File: src/rtl/audio_pkg.sv
// Shared audio-path definitions: default sample width, stereo pair type, frame length.
package audio_pkg;
   localparam int SAMPLE_BITS = 16;
   localparam int MCLK_PER_FS = 256;

   typedef struct packed {
      shortint l;
      shortint r;
   } stereo_sample_t;
endpackage

File: src/rtl/i2s_clk_gen.sv
// I2S timing: mclk divider and slot-bit counter, with registered bclk/lrclk.
// bclk/lrclk are registered from next-state counters, so they always decode the current counters.
module i2s_clk_gen #(
   parameter  int MCLK_DIV  = 4,
   parameter  int SLOT_BITS = 32,
   localparam int BW        = $clog2(2*SLOT_BITS)
) (
   input  logic          mclk,
   input  logic          rst,
   output logic          bclk,
   output logic          lrclk,
   output logic          boundary,
   output logic [BW-1:0] bit_idx
);
   localparam int DW = $clog2(MCLK_DIV);
   localparam logic [DW-1:0] DIV_MAX  = DW'(MCLK_DIV-1);
   localparam logic [DW-1:0] DIV_HALF = DW'(MCLK_DIV/2);
   localparam logic [BW-1:0] BIT_MAX  = BW'(2*SLOT_BITS-1);
   localparam logic [BW-1:0] SLOT     = BW'(SLOT_BITS);

   logic [DW-1:0] div_cnt, div_nxt;
   logic [BW-1:0] bit_cnt, bit_nxt;

   always_comb begin
      div_nxt = div_cnt + 1'b1;
      bit_nxt = bit_cnt;
      if (div_cnt == DIV_MAX) begin
         div_nxt = '0;
         bit_nxt = (bit_cnt == BIT_MAX) ? '0 : bit_cnt + 1'b1;
      end
   end

   assign boundary = (div_cnt == DIV_MAX) && (bit_cnt == BIT_MAX);
   // Index that becomes current next cycle; lets the top register sdata in step with it.
   assign bit_idx  = bit_nxt;

   always_ff @(posedge mclk) begin
      if (rst) begin
         div_cnt <= '0;
         bit_cnt <= '0;
         bclk    <= 1'b0;
         lrclk   <= 1'b0;
      end else begin
         div_cnt <= div_nxt;
         bit_cnt <= bit_nxt;
         bclk    <= (div_nxt >= DIV_HALF);
         lrclk   <= (bit_nxt >= SLOT);
      end
   end
endmodule

File: src/rtl/i2s_tx_serializer.sv
// Stereo sample sink that serialises pairs onto an I2S link; one active pair plus one holding slot.
// Optional I2S_TX_UNDERRUN_CNT_EN adds a saturating 16-bit underrun_count output.
module i2s_tx_serializer #(
   parameter int SAMPLE_BITS = audio_pkg::SAMPLE_BITS,
   parameter int SLOT_BITS   = 32,
   parameter int MCLK_DIV    = 4
) (
   input  logic                   mclk,
   input  logic                   rst,
   input  logic [SAMPLE_BITS-1:0] s_sample_l,
   input  logic [SAMPLE_BITS-1:0] s_sample_r,
   input  logic                   s_valid,
   output logic                   s_ready,
   output logic                   bclk,
   output logic                   lrclk,
   output logic                   sdata,
   output logic                   frame_start,
`ifdef I2S_TX_UNDERRUN_CNT_EN
   output logic [15:0]            underrun_count,
`endif
   output logic                   underrun
);
   localparam int BW = $clog2(2*SLOT_BITS);
   localparam int SW = $clog2(SAMPLE_BITS);

   logic                   boundary;
   logic [BW-1:0]          bit_idx;
   logic [SAMPLE_BITS-1:0] hold_l, hold_r, active_l, active_r;
   logic                   hold_full;
   logic                   sdata_nxt;
   logic [SW-1:0]          sel;
   int                     b;

   i2s_clk_gen #(.MCLK_DIV(MCLK_DIV), .SLOT_BITS(SLOT_BITS)) u_clk_gen (
      .mclk     (mclk),
      .rst      (rst),
      .bclk     (bclk),
      .lrclk    (lrclk),
      .boundary (boundary),
      .bit_idx  (bit_idx)
   );

   assign s_ready = !hold_full;

   // The current active pair is safe here: at a boundary the next index is 0, which is padding.
   always_comb begin
      b         = int'(bit_idx);
      sel       = '0;
      sdata_nxt = 1'b0;
      if (b >= 1 && b <= SAMPLE_BITS) begin
         sel       = SW'(SAMPLE_BITS - b);
         sdata_nxt = active_l[sel];
      end else if (b >= SLOT_BITS + 1 && b <= SLOT_BITS + SAMPLE_BITS) begin
         sel       = SW'(SLOT_BITS + SAMPLE_BITS - b);
         sdata_nxt = active_r[sel];
      end
   end

   always_ff @(posedge mclk) begin
      if (rst) begin
         hold_l      <= '0;
         hold_r      <= '0;
         active_l    <= '0;
         active_r    <= '0;
         hold_full   <= 1'b0;
         sdata       <= 1'b0;
         frame_start <= 1'b0;
         underrun    <= 1'b0;
      end else begin
         sdata       <= sdata_nxt;
         frame_start <= boundary;
         underrun    <= boundary && !hold_full;
         if (boundary) begin
            active_l  <= hold_full ? hold_l : '0;
            active_r  <= hold_full ? hold_r : '0;
            hold_full <= 1'b0;
         end
         // An accept in a boundary cycle lands in hold; the muted frame still goes out.
         if (s_valid && s_ready) begin
            hold_l    <= s_sample_l;
            hold_r    <= s_sample_r;
            hold_full <= 1'b1;
         end
      end
   end

`ifdef I2S_TX_UNDERRUN_CNT_EN
   always_ff @(posedge mclk) begin
      if (rst)
         underrun_count <= '0;
      else if (boundary && !hold_full && underrun_count != 16'hFFFF)
         underrun_count <= underrun_count + 16'd1;
   end
`endif
endmodule

File: config.mk
export PLATFORM = sky130hd
export DESIGN_NAME = i2s_tx_serializer
export DESIGN_NICKNAME = d
export VERILOG_FILES = /design/src/rtl/audio_pkg.sv /design/src/rtl/i2s_clk_gen.sv /design/src/rtl/i2s_tx_serializer.sv
export SDC_FILE = /design/constraint.sdc
export NUM_CORES = 1
export LEC_CHECK = 0
export CORE_MARGIN = 1.5
export CORE_UTILIZATION = 54
export CTS_CLUSTER_DIAMETER = 100
export DETAILED_ROUTE_END_ITERATION = 8
export GPL_TIMING_DRIVEN = 1
export PLACE_DENSITY = 0.8
export SLEW_MARGIN = 5
export SYNTH_ARGS = -nofsm -noshare
export SYNTH_HDL_FRONTEND = slang
export SYNTH_SLANG_ARGS = --single-unit
File: constraint.sdc
create_clock -name mclk -period 3.9 [get_ports mclk]
set_input_delay 0.39 -clock mclk [delete_from_list [all_inputs] [get_ports mclk]]
set_output_delay 0.39 -clock mclk [all_outputs]
set_load 0.03 [all_outputs]
==> results.json, run 1 <==
{
  "status": "complete, no violations",
  "max_cap_viol_count": 0,
  "slowest_stage": "ha_1",
  "wirelength_um": 6171,
  "crit_type": "reg -> reg",
  "drcViolationCount": 0,
  "arrival_ns": 3.45,
  "p_clk_share_pct": 35.1,
  "irDropWorstVdd_v": 0.0002934,
  "pwr-share-comb_pct": 11.6,
  "n_antenna_cell": 0,
  "num_vias": 2370,
  "synth_seq_cells": 77,
  "skew_ns": 0.01112,
  "ys.warnings.count": 0,
  "timing.fmax_ghz": 0.3130,
  "crit_fanout": 14,
  "path_cells": "ha_1, nand2b_1, a21boi_0, ha_1, mux2_2, a211o_1, a21oi_1, a2111oi_2, a31o_1",
  "p_int_w": 0.001159,
  "min_period_ns": 3.195,
  "numCtsBuffers": 9,
  "syn_area_per_cell_um2": 9.528,
  "yosysSeqAreaShare_pct": 50.24,
  "grt_max_degree": 34,
  "nets": 393,
  "min_path_type": "reg -> reg",
  "endpoint_kind": "flip-flop",
  "grt_usage_pct": 22.56,
  "cts_resized": 0,
  "synth.net_count": 361,
  "layout-area-overhead-vs-synth_pct": 19.70,
  "relSlewSlack_pct": 33.29,
  "clk_pin_slew_ns": 0.08,
  "power_density_mw_per_mm2": 422.3,
  "cts_buffer_depth": 2,
  "layout-drive-gt1-share_pct": 8.914,
  "timing.setup.tns_ns": 0,
  "postSynthCellCount": 322,
  "num-fill-cells": 465,
  "crit_path_start_kind": "flip-flop",
  "switchingPower_w": 0.0003915,
  "antenna_found_initial": 0,
  "cts.sinks": 77,
  "die_w_um": 78.38,
  "slowest_delay_ns": 0.57,
  "finalPower_w": 0.001551,
  "wire_per_inst_um": 14.32,
  "fin_crit_sh_pct": 81.93,
  "slew_violations": 0,
  "htreeDepth": 3,
  "dpl.hpwl_um": 4361,
  "worst-endpoint-required_ns": 4.15,
  "coreArea_mm2": 0.005507,
  "cts_tree": "built",
  "drt_iter0_drc": 184,
  "worstMarginPinSlew_ns": 0.9982,
  "grt.overflow.total": 0,
  "post_cts.repair.setup_buffers": 0,
  "cts_hold_buf": 0,
  "gp_routability_congestion": 0.9912,
  "cts_root_buffer": "clkbuf_8",
  "io_buffers": 40,
  "yosysUniqueCellTypes": 48,
  "die_h_um": 78.38,
  "p_leak_nw": 1.431,
  "setup_viol": 0,
  "hold_viol_final": 0,
  "rsz0062_at_grt": "false",
  "firstDrtPassIters": 4,
  "grt_pass1_wl_um": 10780,
  "start_util_pct": 55.71,
  "cpMostUsedCell": "ha_1",
  "num_rows": 27,
  "ioPinCount": 41,
  "grt_pass1_vias": 2301,
  "seq_power_share_pct": 53.3,
  "die_area_mm2": 0.006143,
  "swShare_pct": 25.25,
  "syn_area_mm2": 0.003068,
  "vias_per_cell": 5.499,
  "ant_nets": 0,
  "clock_latency_ns": 0.35
}
## cells in the mapped netlist, drive strengths merged
cell | instances | share of area, %
mux4 | 2 | 1.6
o21a | 1 | 0.24
nor4 | 1 | 0.20
a211oi | 1 | 0.24
nor2 | 10 | 1.3
o211ai | 3 | 0.73
a31o | 1 | 0.29
nand2 | 70 | 8.6
a211o | 1 | 0.29
and2 | 3 | 0.61
a21oi | 40 | 6.9
and4 | 1 | 0.29
buf | 8 | 1.5
xor2 | 3 | 0.86
clkbuf | 14 | 1.7
a221oi | 1 | 0.29
o32a | 1 | 0.37
mux2 | 2 | 0.73
nand3 | 3 | 0.49
dfxtp | 77 | 50
nor3 | 5 | 0.82
a22o | 32 | 9.1
or2 | 1 | 0.20
nand2b | 1 | 0.20
xnor2 | 5 | 2.3
nor3b | 2 | 0.49
a2111oi | 1 | 0.49
o21ai | 2 | 0.33
ha | 4 | 1.6
a21boi | 1 | 0.24
inv | 5 | 0.61
a221o | 1 | 0.33
nor2b | 2 | 0.41
nand4 | 3 | 0.82
and3b | 1 | 0.29
nand4b | 1 | 0.29
o31ai | 1 | 0.41
mux2i | 11 | 3.6
## area by class of cell
cell class / instances / area, um^2 / share of cell area (%)
multi-input combinational: 218 / 1421 / 38.71
sequential: 77 / 1541 / 41.98
inverter: 5 / 18.77 / 0.5111
clock inverter: 4 / 22.52 / 0.6133
timing repair buffer: 43 / 422.9 / 11.52
tap: 72 / 90.09 / 2.453
clock buffer: 12 / 155.1 / 4.225
## metrics by stage
stage	cells	worst slack, ns	utilization [%]	hold WS (ns)	cell area (um^2)
floorplan	322	1.024	-	0.4017	3068
global placement	415	0.9101	63.37	0.4101	3490
detailed placement	415	0.7335	63.37	0.4204	3490
CTS	431	0.7263	66.60	0.4323	3667
global route	431	0.4716	66.69	0.4731	3672
finish	431	0.7048	66.69	0.4333	3672
## sequential cells by signal (all words and copies together), names as in the netlist
register,flops
hold_l,16
active_l,16
u_clk_gen.lrclk,1
active_r,16
hold_full,1
hold_r,16
u_clk_gen.bit_cnt,6
frame_start,1
underrun,1
sdata,1
u_clk_gen.div_cnt,2
## power by group through the flow
stage | Combinational [W] | Clock, W | Sequential (W)
after floorplan | 0.000117 | 0 | 0.000843
after global placement | 0.000174 | 0 | 0.000843
after detailed placement | 0.000178 | 0 | 0.000844
after CTS | 0.000179 | 0.000552 | 0.000826
after global routing | 0.000200 | 0.000590 | 0.000828
final | 0.000180 | 0.000545 | 0.000826
## worst max-delay path, delay by kind of cell (launching register included)
family / cells / cell delay, ns
adders and majority gates: 2 / 0.95
AOI/OAI and AO/OA: 5 / 1.20
and+or+nand+nor: 1 / 0.18
muxes: 1 / 0.41
DFF: 1 / 0.34
## final timing paths
path | start | endpoint | slack, ns | cells past startpoint
max | u_clk_gen.div_cnt[0]$_SDFF_PP0_ | sdata$_SDFF_PP0_ | 0.70 | 9
min | u_clk_gen.div_cnt[0]$_SDFF_PP0_ | u_clk_gen.div_cnt[0]$_SDFF_PP0_ | 0.43 | 1
max reg2reg | u_clk_gen.div_cnt[0]$_SDFF_PP0_ | sdata$_SDFF_PP0_ | 0.70 | 9
min reg2reg | u_clk_gen.div_cnt[0]$_SDFF_PP0_ | u_clk_gen.div_cnt[0]$_SDFF_PP0_ | 0.43 | 1
## cell usage in the layout (no fill, tap or decap), types with 4 or more instances in the layout
master / synthesis / layout
a21oi_1: 39 / 39
a22o_1: 32 / 32
clkbuf_8: 0 / 11
clkdlybuf4s50_1: 0 / 40
dfxtp_1: 77 / 77
ha_1: 4 / 4
inv_1: 4 / 4
mux2i_1: 11 / 11
nand2_1: 70 / 70
nor2_1: 9 / 9
nor3_1: 5 / 4
## routing by layer
layer	wire, um	part of all wire, %	GRT usage, %	up-vias
li1	-	-	-	1195
met1	2959	48	30.39	1089
met2	2770	45	34.61	74
met3	337	5.5	5.581	12
met4	104	1.7	9.286	0
met5	0	0	0	-
## cells by family after synthesis
logic type	count (synthesis)	synth area share, %
and+or+nand+nor	104	14.97
muxes	15	5.914
buffers and inverters	27	3.834
adders and majority gates	4	1.631
xor gates and xnor gates	8	3.141
DFF	77	50.24
AOI/OAI and AO/OA	87	20.27
Power figures use the tool's default switching activity.
==> run 2: changes to the inputs <==
==> constraint.sdc (replaced) <==
create_clock -name mclk -period 3 [get_ports mclk]
set_input_delay 0.3 -clock mclk [delete_from_list [all_inputs] [get_ports mclk]]
set_output_delay 0.3 -clock mclk [all_outputs]
set_load 0.03 [all_outputs]
==> run 2 against run 1 <==
  * Critical path depth increased by 2
  * Non-clock buffer count grew 10
  * Power is 34% higher
  * Sequential share of layout area shrank 0.96 points
  * Wire length increased by 1.7%
  * Die area unchanged
  * Worst hold slack better by 0.013 ns
  * First-iteration DRC count down 14%
  * Utilization grew 1.6 points
  * Critical path type unchanged
  * Largest power group unchanged
  * Highest routed layer unchanged
==> results.json, run 2 (synthesis results as in run 1) <==
{
  "numCtsBuffers": 9,
  "wl_met1_um": 3066,
  "n_antenna_cell": 0,
  "power_density_mw_per_mm2": 553.6,
  "dpl.hpwl_um": 4372,
  "hold_viol_final": 0,
  "worst-endpoint-required_ns": 3.24,
  "skew_ns": 0.007204,
  "drt_iter0_drc": 159,
  "die_h_um": 78.38,
  "final_cell_mix": "77 x dfxtp_1, 70 x nand2_1, 40 x clkdlybuf4s50_1",
  "antenna_found_initial": 0,
  "die_area_mm2": 0.006143,
  "num_vias": 2423,
  "p_leak_nw": 1.474,
  "setup_viol": 0,
  "min_path_type": "reg -> reg",
  "irDropWorstVdd_v": 0.0003462,
  "cts_buffer_depth": 2,
  "timing.fmax_ghz": 0.3506,
  "num_rows": 27,
  "crit_fanout": 11,
  "vias_per_cell": 5.494,
  "top_layer_used": "met4",
  "fin_crit_sh_pct": 95.07,
  "clock_latency_ns": 0.35,
  "arrival_ns": 3.10,
  "layout_commonest_cell": "dfxtp_1",
  "die_w_um": 78.38,
  "start_util_pct": 55.71,
  "firstDrtPassIters": 4,
  "min_period_ns": 2.852,
  "io_buffers": 40,
  "layout-drive-gt1-share_pct": 11.65,
  "status": "complete, no violations",
  "slew_violations": 0,
  "postLayoutCoreUtil_pct": 68.26,
  "crit_path_start_kind": "flip-flop",
  "worst_hold_slack_ns": 0.4468,
  "gp_routability_congestion": 0.8889,
  "grt.overflow.total": 0,
  "finalPower_w": 0.002081,
  "ant_nets": 0,
  "crit_type": "reg -> reg",
  "layout-area-overhead-vs-synth_pct": 22.51,
  "worstMarginPinSlew_ns": 1.011,
  "endpoint_kind": "flip-flop",
  "wirelength_um": 6277,
  "grt_pass1_wl_um": 10650,
  "drcViolationCount": 0,
  "wl_met3_um": 312,
  "max_cap_viol_count": 0,
  "cts_tree": "built",
  "grt_max_degree": 33,
  "wl_met2_um": 2789,
  "cts_hold_buf": 0,
  "ioPinCount": 41,
  "grt_pass1_vias": 2265,
  "htreeDepth": 3,
  "grt_usage_pct": 22.57,
  "nets": 403,
  "coreArea_mm2": 0.005507,
  "cts_root_buffer": "clkbuf_8",
  "cts.sinks": 77,
  "wire_per_inst_um": 14.23,
  "clk_pin_slew_ns": 0.08,
  "relSlewSlack_pct": 32.42
}
## run 2: cell count changes in the layout (fill, tap and decap cells not counted), sizes merged
cell / previous run / this run
bufinv: 0 / 1
clkinvlp: 1 / 2
buf: 3 / 13
clkbuf: 12 / 10
## run 2: worst max-delay path, cell delays in order, from the launching register on
cell     delay [ns]
dfxtp_1        0.35
ha_2           0.31
xnor2_1        0.18
a21oi_4        0.27
inv_2          0.11
ha_1           0.25
xnor2_2        0.19
xnor2_4        0.29
mux4_2         0.33
and3b_1        0.21
nor3b_1        0.05
a31o_1         0.21
## run 2: per-layer routing
layer / global-route usage [%] / vias up
met3: 5.465 / 9
met5: 0 / -
met4: 10.18 / 0
li1: - / 1218
met1: 30.46 / 1137
met2: 34.26 / 59
## run 2: timing repair
action	CTS	global route
setup endpoints to repair	0	1
buffers inserted	0	2
endpoints found under the hold margin	0	0
gates resized for setup	0	1
## run 2: layout make-up
| class | instances | area (um^2) |
|---|---|---|
| timing repair buffer | 53 | 498.0 |
| clock buffer | 10 | 127.6 |
| inverter | 5 | 18.77 |
| tap | 72 | 90.09 |
| multi-input combinational | 218 | 1419 |
| sequential | 77 | 1541 |
| clock inverter | 6 | 63.81 |
| fill | 435 | 1748 |
## run 2: worst paths after layout
| path | from | endpoint | slack, ns | depth (start not counted) |
|---|---|---|---|---|
| max | u_clk_gen.div_cnt[0]$_SDFF_PP0_ | sdata$_SDFF_PP0_ | 0.15 | 11 |
| min | u_clk_gen.div_cnt[0]$_SDFF_PP0_ | u_clk_gen.div_cnt[0]$_SDFF_PP0_ | 0.45 | 1 |
| max reg2reg | u_clk_gen.div_cnt[0]$_SDFF_PP0_ | sdata$_SDFF_PP0_ | 0.15 | 11 |
| min reg2reg | u_clk_gen.div_cnt[0]$_SDFF_PP0_ | u_clk_gen.div_cnt[0]$_SDFF_PP0_ | 0.45 | 1 |
## run 2: per-stage QoR
stage / worst slack (ns) / cells / instance area (um^2) / TNS [ns]
3_5_place_dp: 0.05206 / 423 / 3550 / 0
2_1_floorplan: 0.1245 / 322 / 3068 / 0
4_1_cts: 0.02063 / 439 / 3741 / 0
3_3_place_gp: 0.1091 / 423 / 3550 / 0
6_report: 0.1478 / 441 / 3759 / 0
5_1_grt: -0.01716 / 441 / 3759 / -0.01716
## run 2: where the power goes
part / internal [W] / switching [W]
Sequential: 0.00105 / 0.0000194
Clock: 0.000383 / 0.000375
Combinational: 0.000124 / 0.000126
